===== config.mk =====
export PLATFORM = sky130hd
export DESIGN_NAME = vram_scroller
export DESIGN_NICKNAME = d
export VERILOG_FILES = /design/src/rtl/vram_scroller.sv
export SDC_FILE = /design/constraint.sdc
export NUM_CORES = 1
export LEC_CHECK = 0
export BUFFER_PORTS_ARGS = -buffer_cell sky130_fd_sc_hd__buf_2
export CAP_MARGIN = 0
export CORE_UTILIZATION = 35
export CTS_BUF_LIST = sky130_fd_sc_hd__clkbuf_4
export CTS_CLUSTER_DIAMETER = 50
export DETAILED_ROUTE_END_ITERATION = 10
export HOLD_SLACK_MARGIN = 0.06
export MAX_ROUTING_LAYER = met4
export PLACE_DENSITY_LB_ADDON = 0.12
export SETUP_SLACK_MARGIN = 0.4
export SLEW_MARGIN = 10
export SYNTH_ARGS = -nofsm -noshare
export SYNTH_HDL_FRONTEND = slang
export SYNTH_SLANG_ARGS = --single-unit

===== constraint.sdc =====
create_clock -name i_clk -period 10.6 [get_ports i_clk]
set_input_delay 0.53 -clock i_clk [delete_from_list [all_inputs] [get_ports i_clk]]
set_output_delay 0.53 -clock i_clk [all_outputs]
set_load 0.005 [all_outputs]

===== src/rtl/vram_scroller.sv =====
// Scroll-up / scroll-down / clear-screen / clear-line engine for a {y,x}-addressed character VRAM.
// Build macro VSCROLL_FILL_PORT_EN adds an i_fill input that replaces the FILL parameter as blank code.
module vram_scroller #(
    parameter int         COLS   = 60,
    parameter int         ROWS   = 17,
    parameter int         X_BITS = 6,
    parameter int         Y_BITS = 5,
    parameter logic [7:0] FILL   = 8'h20,
    parameter int         RD_LAT = 1
) (
    input  logic                     i_clk,
    input  logic                     i_rst,
    input  logic                     i_start,
    input  logic [1:0]               i_cmd,
    input  logic [Y_BITS-1:0]        i_n,
`ifdef VSCROLL_FILL_PORT_EN
    input  logic [7:0]               i_fill,
`endif
    output logic                     o_busy,
    output logic                     o_done,
    output logic [X_BITS+Y_BITS-1:0] o_vram_addr,
    output logic                     o_vram_ce,
    output logic                     o_vram_w,
    output logic [7:0]               o_vram_din,
    input  logic [7:0]               i_vram_dout
);

    localparam logic [Y_BITS-1:0] LAST_ROW = Y_BITS'(ROWS - 1);
    localparam logic [Y_BITS-1:0] ROWS_Y   = Y_BITS'(ROWS);
    localparam logic [Y_BITS:0]   ROWS_W   = (Y_BITS + 1)'(ROWS);
    localparam logic [X_BITS-1:0] LAST_COL = X_BITS'(COLS - 1);
    localparam logic [Y_BITS-1:0] ONE_Y    = Y_BITS'(1);
    localparam logic [X_BITS-1:0] ONE_X    = X_BITS'(1);

    typedef enum logic [2:0] {
        S_IDLE,
        S_READ,
        S_WAIT,
        S_WRITE,
        S_FILL,
        S_DONE
    } state_t;

    state_t                    state_q, state_d;
    logic [Y_BITS-1:0]         row_q, row_d;
    logic [X_BITS-1:0]         col_q, col_d;
    logic [Y_BITS-1:0]         n_q, n_d;
    logic                      up_q, up_d;
    logic [Y_BITS-1:0]         last_copy_q, last_copy_d;
    logic [Y_BITS-1:0]         fill_lo_q, fill_lo_d;
    logic [Y_BITS-1:0]         fill_hi_q, fill_hi_d;
    logic [7:0]                fill_q, fill_d;
    logic [X_BITS+Y_BITS-1:0]  addr_q, addr_d;
    logic                      ce_q, ce_d;
    logic                      w_q, w_d;
    logic [7:0]                din_q, din_d;
    logic                      copy_wr_q, copy_wr_d;
    logic                      busy_q, busy_d;
    logic                      done_q, done_d;

    logic [7:0]                fill_in;
    logic                      n_big;
    logic [Y_BITS-1:0]         src_row;

`ifdef VSCROLL_FILL_PORT_EN
    assign fill_in = i_fill;
`else
    assign fill_in = FILL;
`endif

    assign n_big = {1'b0, i_n} >= ROWS_W;

    always_comb begin
        state_d     = state_q;
        row_d       = row_q;
        col_d       = col_q;
        n_d         = n_q;
        up_d        = up_q;
        last_copy_d = last_copy_q;
        fill_lo_d   = fill_lo_q;
        fill_hi_d   = fill_hi_q;
        fill_d      = fill_q;

        case (state_q)
            S_IDLE, S_DONE: begin
                state_d = S_IDLE;
                if (i_start) begin
                    n_d       = i_n;
                    fill_d    = fill_in;
                    col_d     = '0;
                    row_d     = '0;
                    fill_lo_d = '0;
                    fill_hi_d = LAST_ROW;
                    case (i_cmd)
                        2'b00, 2'b01: begin
                            if (i_n == '0) begin
                                state_d = S_DONE;
                            end else if (n_big) begin
                                state_d = S_FILL;
                            end else if (i_cmd == 2'b00) begin
                                // Ascending copy: sources lie below the destination, never yet written.
                                state_d     = S_READ;
                                up_d        = 1'b1;
                                last_copy_d = LAST_ROW - i_n;
                                fill_lo_d   = ROWS_Y - i_n;
                            end else begin
                                state_d     = S_READ;
                                up_d        = 1'b0;
                                row_d       = LAST_ROW;
                                last_copy_d = i_n;
                                fill_hi_d   = i_n - ONE_Y;
                            end
                        end
                        2'b10: state_d = S_FILL;
                        default: begin
                            if (n_big) begin
                                state_d = S_DONE;
                            end else begin
                                state_d   = S_FILL;
                                row_d     = i_n;
                                fill_lo_d = i_n;
                                fill_hi_d = i_n;
                            end
                        end
                    endcase
                end
            end
            S_READ:  state_d = (RD_LAT == 2) ? S_WAIT : S_WRITE;
            S_WAIT:  state_d = S_WRITE;
            S_WRITE: begin
                state_d = S_READ;
                if (col_q == LAST_COL) begin
                    col_d = '0;
                    if (row_q == last_copy_q) begin
                        state_d = S_FILL;
                        row_d   = fill_lo_q;
                    end else begin
                        row_d = up_q ? row_q + ONE_Y : row_q - ONE_Y;
                    end
                end else begin
                    col_d = col_q + ONE_X;
                end
            end
            S_FILL: begin
                if (col_q == LAST_COL) begin
                    col_d = '0;
                    if (row_q == fill_hi_q) begin
                        state_d = S_DONE;
                    end else begin
                        row_d = row_q + ONE_Y;
                    end
                end else begin
                    col_d = col_q + ONE_X;
                end
            end
            default: state_d = S_IDLE;
        endcase
    end

    // Bus outputs are decoded from the next state so they leave the flops aligned with it.
    always_comb begin
        src_row   = up_d ? row_d + n_d : row_d - n_d;
        addr_d    = '0;
        ce_d      = 1'b0;
        w_d       = 1'b0;
        din_d     = '0;
        copy_wr_d = 1'b0;
        case (state_d)
            S_READ: begin
                ce_d   = 1'b1;
                addr_d = {src_row, col_d};
            end
            S_WRITE: begin
                ce_d      = 1'b1;
                w_d       = 1'b1;
                addr_d    = {row_d, col_d};
                copy_wr_d = 1'b1;
            end
            S_FILL: begin
                ce_d   = 1'b1;
                w_d    = 1'b1;
                addr_d = {row_d, col_d};
                din_d  = fill_d;
            end
            default: ;
        endcase
        busy_d = (state_d == S_READ) || (state_d == S_WAIT) ||
                 (state_d == S_WRITE) || (state_d == S_FILL);
        done_d = (state_d == S_DONE);
    end

    always_ff @(posedge i_clk or posedge i_rst) begin
        if (i_rst) begin
            state_q     <= S_IDLE;
            row_q       <= '0;
            col_q       <= '0;
            n_q         <= '0;
            up_q        <= 1'b0;
            last_copy_q <= '0;
            fill_lo_q   <= '0;
            fill_hi_q   <= '0;
            fill_q      <= '0;
            addr_q      <= '0;
            ce_q        <= 1'b0;
            w_q         <= 1'b0;
            din_q       <= '0;
            copy_wr_q   <= 1'b0;
            busy_q      <= 1'b0;
            done_q      <= 1'b0;
        end else begin
            state_q     <= state_d;
            row_q       <= row_d;
            col_q       <= col_d;
            n_q         <= n_d;
            up_q        <= up_d;
            last_copy_q <= last_copy_d;
            fill_lo_q   <= fill_lo_d;
            fill_hi_q   <= fill_hi_d;
            fill_q      <= fill_d;
            addr_q      <= addr_d;
            ce_q        <= ce_d;
            w_q         <= w_d;
            din_q       <= din_d;
            copy_wr_q   <= copy_wr_d;
            busy_q      <= busy_d;
            done_q      <= done_d;
        end
    end

    assign o_busy      = busy_q;
    assign o_done      = done_q;
    assign o_vram_addr = addr_q;
    assign o_vram_ce   = ce_q;
    assign o_vram_w    = w_q;
    // Copy writes forward the read data straight through, so each cell costs RD_LAT+1 cycles.
    assign o_vram_din  = copy_wr_q ? i_vram_dout : din_q;

endmodule

==> run summary <==
outcome: completed
fraction of the mapped netlist area in compound gates: 0.1622
post-CTS setup buffer count: 0
placer's final routability congestion estimate: 0.8949
number of fill cells: 1092
Critical Path, Cell by Cell: xnor2_1 -> nand2_1 -> buf_4 -> nor2_1 -> a21oi_1 -> ha_1 -> nor3_1 -> nor2_1 -> xor2_1 -> ha_1 -> nand3_1 -> nand2_1 -> a311oi_1 -> xor3_1 -> a22o_1
r2r startpoint: state_q[2]
CTS Hold Buffers Added: 0
type of the worst setup path: reg2reg
buffer levels on the longest clock path: 2
Int Power: 0.3121 mW
wire length of the first global-routing pass: 14300 um
initial standard-cell utilization of the core: 0.3664
post-layout util: 0.4025
hpwl dp: 6262 um
CP Launch Type: flop
drc violations: 0
per-cell routed wire length: 15.44 um
post-synthesis sequential element count: 67
DRT iter0 DRCs: 163
share of post-route cells with drive strength above 1: 0.2212
async set-or-reset flop fraction in the synthesized netlist: 1.000
mean instance size in the synthesized netlist: 9.830 sq um
post-route minimum period: 3.811 ns
leading cell type in the layout, fill and taps excluded: sky130_fd_sc_hd__dfrtp_1
Logic pwr share: 0.054
share of power burned in the clock network: 0.354
static leakage: 2.009 nW
number of optimization iterations in the first detailed-route pass: 4
final layout net count: 451
tightest slew margin relative to the limit: 0.3387
Storage cell area: 1677 sq um
number of cells on the worst reg-to-reg path: 15
Die ar.: 11380 sq um
IO buf count: 40
area share of and/or/nand/nor cells after synthesis: 0.2027
number of buffers created by CTS: 9
share of synthesized area spent on multiplexers: 0.04178
worst IR drop on VDD: 0.00005027 V
max-capacitance violation count: 0
vertical die dimension: 106.7 um
required time of the critical path: 10.92 ns
pin count of the biggest net entering global routing: 68
switching power as a share of total power: 0.2771
crit path capture type: flop
Fin Clk Skew: 0.01995 ns
leading cell types in the layout, fill and taps excluded: sky130_fd_sc_hd__dfrtp_1, sky130_fd_sc_hd__buf_2, sky130_fd_sc_hd__nand2_1
number of placement rows: 37
Synth warnings: 0
gate count after technology mapping: 390
overall via count from detail_route: 2907
Pins Over Slew Limit: 0
Sequential Power Share: 0.592
biggest fanout along the worst timing path: 32
initial antenna violation count: 0
number of distinct library cells after synthesis: 66
Post-Synth Adder-Cell Area: 0.04243
synthesized netlist net count: 421
die span in x: 106.7 um
primary flip-flop cell chosen by synthesis mapping: sky130_fd_sc_hd__dfrtp_1
final antenna-violating net count: 0
sequential element share of the synthesized area: 0.4373
kind of cell adding the most delay to the critical path: simple AND/OR/NAND/NOR gates
global route overflow: 0
combinational family with the most area after synthesis: simple AND/OR/NAND/NOR gates
insertion delay of the later-clocked pin in the worst-skew pair: 0.41 ns
count of pins on the block boundary: 41
Ant. Diodes: 0
number of H-tree levels: 3
via count of the first global-routing pass: 2804
Period Utilization, post-route: 0.3596
Arr. time, crit path: 4.13 ns
switching component of the power: 0.1196 mW
cell with the biggest individual delay on the critical path: sky130_fd_sc_hd__dfrtp_1
Worst path max stage delay: 0.50 ns
Hold Fails Final Rpt: 0
TritonCTS Sinks: 67
Final Total Pwr: 0.4317 mW
clock tree from TritonCTS: yes
RSZ-0062 raised after global routing: false
Register-to-Register Setup Slack: 6.79 ns
number of flops mapped to enable cells by yosys: 0
PD cells: 102.5 nW/um^2
Tightest Pin Transition: 0.9920 ns
Netlist Area Pre-Place: 3834 sq um
fmax: 262.4 MHz
XOR/XNOR share of the synthesized area: 0.06560
Core ar.: 10460 sq um
clock root buffer master: sky130_fd_sc_hd__clkbuf_4
clk slew on worst S/H paths: 0.14 ns
post-DR vias/cell: 5.182
number of gates resized after cts: 0
Setup TNS: 0 ns
Hold Path Class: in2async
Tot GR Track Use: 0.1676
Total Routed Length: 8663 um
area of the multi-input gates: 1973 sq um
WP buf/inv: 1
relative area change from synthesis to final layout: 9.856%
Reg2Reg Capture Point: o_vram_addr[10]
Final setup violation count: 0
-- cell usage after synthesis, types with 2 or more instances --
master / number / area (sq um)
sky130_fd_sc_hd__dfrtp_1: 67 / 1677
sky130_fd_sc_hd__nand2_1: 33 / 123.9
sky130_fd_sc_hd__nor2_1: 29 / 108.9
sky130_fd_sc_hd__o21ai_0: 29 / 145.1
sky130_fd_sc_hd__a21oi_1: 16 / 80.08
sky130_fd_sc_hd__xnor2_1: 16 / 140.1
sky130_fd_sc_hd__inv_1: 15 / 56.30
sky130_fd_sc_hd__and2_1: 14 / 87.58
sky130_fd_sc_hd__nand3_1: 14 / 70.07
sky130_fd_sc_hd__ha_1: 13 / 162.7
sky130_fd_sc_hd__clkbuf_1: 12 / 45.04
sky130_fd_sc_hd__and3_1: 11 / 68.82
sky130_fd_sc_hd__xor2_1: 10 / 87.58
sky130_fd_sc_hd__mux2_2: 8 / 90.09
sky130_fd_sc_hd__nor3_1: 8 / 40.04
sky130_fd_sc_hd__mux2i_1: 7 / 70.07
sky130_fd_sc_hd__and2_4: 6 / 52.55
sky130_fd_sc_hd__a22o_1: 5 / 43.79
sky130_fd_sc_hd__a31oi_1: 5 / 31.28
sky130_fd_sc_hd__buf_2: 5 / 25.02
sky130_fd_sc_hd__nor2b_1: 5 / 31.28
sky130_fd_sc_hd__buf_6: 4 / 45.04
sky130_fd_sc_hd__nand2_2: 3 / 18.77
sky130_fd_sc_hd__o211ai_1: 3 / 22.52
sky130_fd_sc_hd__o31ai_1: 3 / 22.52
sky130_fd_sc_hd__or3_1: 3 / 18.77
sky130_fd_sc_hd__a21boi_0: 2 / 15.01
sky130_fd_sc_hd__a311oi_2: 2 / 30.03
sky130_fd_sc_hd__a32o_1: 2 / 20.02
sky130_fd_sc_hd__a41oi_1: 2 / 17.52
sky130_fd_sc_hd__nor3_2: 2 / 20.02
sky130_fd_sc_hd__nor3b_1: 2 / 15.01
-- kinds of logic after synthesis --
logic type	Yosys count
adders and majority gates	13
xor gates and xnor gates	27
AOI/OAI and AO/OA	88
and+or+nand+nor	142
DFF	67
buffers and inverters	38
muxes	15
-- sequential cells by signal, indices dropped and copies added, names as in the netlist --
register and count:
col_q 6, copy_wr_q 1, din_q 8, fill_hi_q 5
fill_lo_q 5, fill_q 8, last_copy_q 5, n_q 5
o_busy 1, o_done 1, o_vram_addr 11, o_vram_ce 1
o_vram_w 1, row_q 5, state_q 3, up_q 1
-- layer usage --
metal	wire length, um	part of all wire	vias up	track usage
li1	-	-	1435	-
met1	4224	0.49	1404	0.2237
met2	4021	0.46	58	0.2613
met4	97	0.011	0	0.04305
met3	319	0.037	10	0.03283
met5	0	0	-	-
-- area by class of cell --
type	instances	area share
inverter	15	0.01337
multi-input combinational	285	0.4685
tap	136	0.04040
sequential	67	0.3981
timing repair buffer	42	0.05110
clock buffer	9	0.01604
clock inverter	7	0.01248
-- metrics by stage --
stage               instances  setup WS (ns)  cell area [sq um]  hold WS, ns
CTS                       561          6.785               4212       0.3698
global route              561          6.366               4212       0.4069
global placement          545          6.654               4091       0.4452
floorplan                 390          7.156               3834       0.4240
detailed placement        545          6.703               4091       0.4512
finish                    561          6.789               4212       0.3462
-- power by group through the flow --
stage	sequential (mW)	clock (mW)	combinational [mW]
3_3_place_gp	0.260	0	0.0238
4_1_cts	0.256	0.160	0.0239
5_1_grt	0.256	0.169	0.0267
2_1_floorplan	0.260	0	0.0144
6_report	0.256	0.153	0.0234
3_5_place_dp	0.260	0	0.0238
-- worst reg2reg max path: stages (launching register included) --
cell and delay (ns):
sky130_fd_sc_hd__dfrtp_1 0.50, sky130_fd_sc_hd__xnor2_1 0.29, sky130_fd_sc_hd__nand2_1 0.24, sky130_fd_sc_hd__buf_4 0.31, sky130_fd_sc_hd__nor2_1 0.29, sky130_fd_sc_hd__a21oi_1 0.12
sky130_fd_sc_hd__ha_1 0.31, sky130_fd_sc_hd__nor3_1 0.30, sky130_fd_sc_hd__nor2_1 0.15, sky130_fd_sc_hd__xor2_1 0.16, sky130_fd_sc_hd__ha_1 0.22, sky130_fd_sc_hd__nand3_1 0.08
sky130_fd_sc_hd__nand2_1 0.05, sky130_fd_sc_hd__a311oi_1 0.27, sky130_fd_sc_hd__xor3_1 0.26, sky130_fd_sc_hd__a22o_1 0.19
-- worst max-delay path by stage --
stage,slack (ns),to,startpoint,cells past startpoint
after floorplan,7.16,o_vram_addr[10],i_n[2],14
after global placement,6.65,o_vram_addr[10],i_start,16
after detailed placement,6.70,o_vram_addr[10],i_start,16
after CTS,6.78,o_vram_addr[10],state_q[2],15
after global routing,6.37,o_vram_addr[10],state_q[2],15
final,6.79,o_vram_addr[10],state_q[2],15
Note: power is estimated with default switching activity, not from simulation.
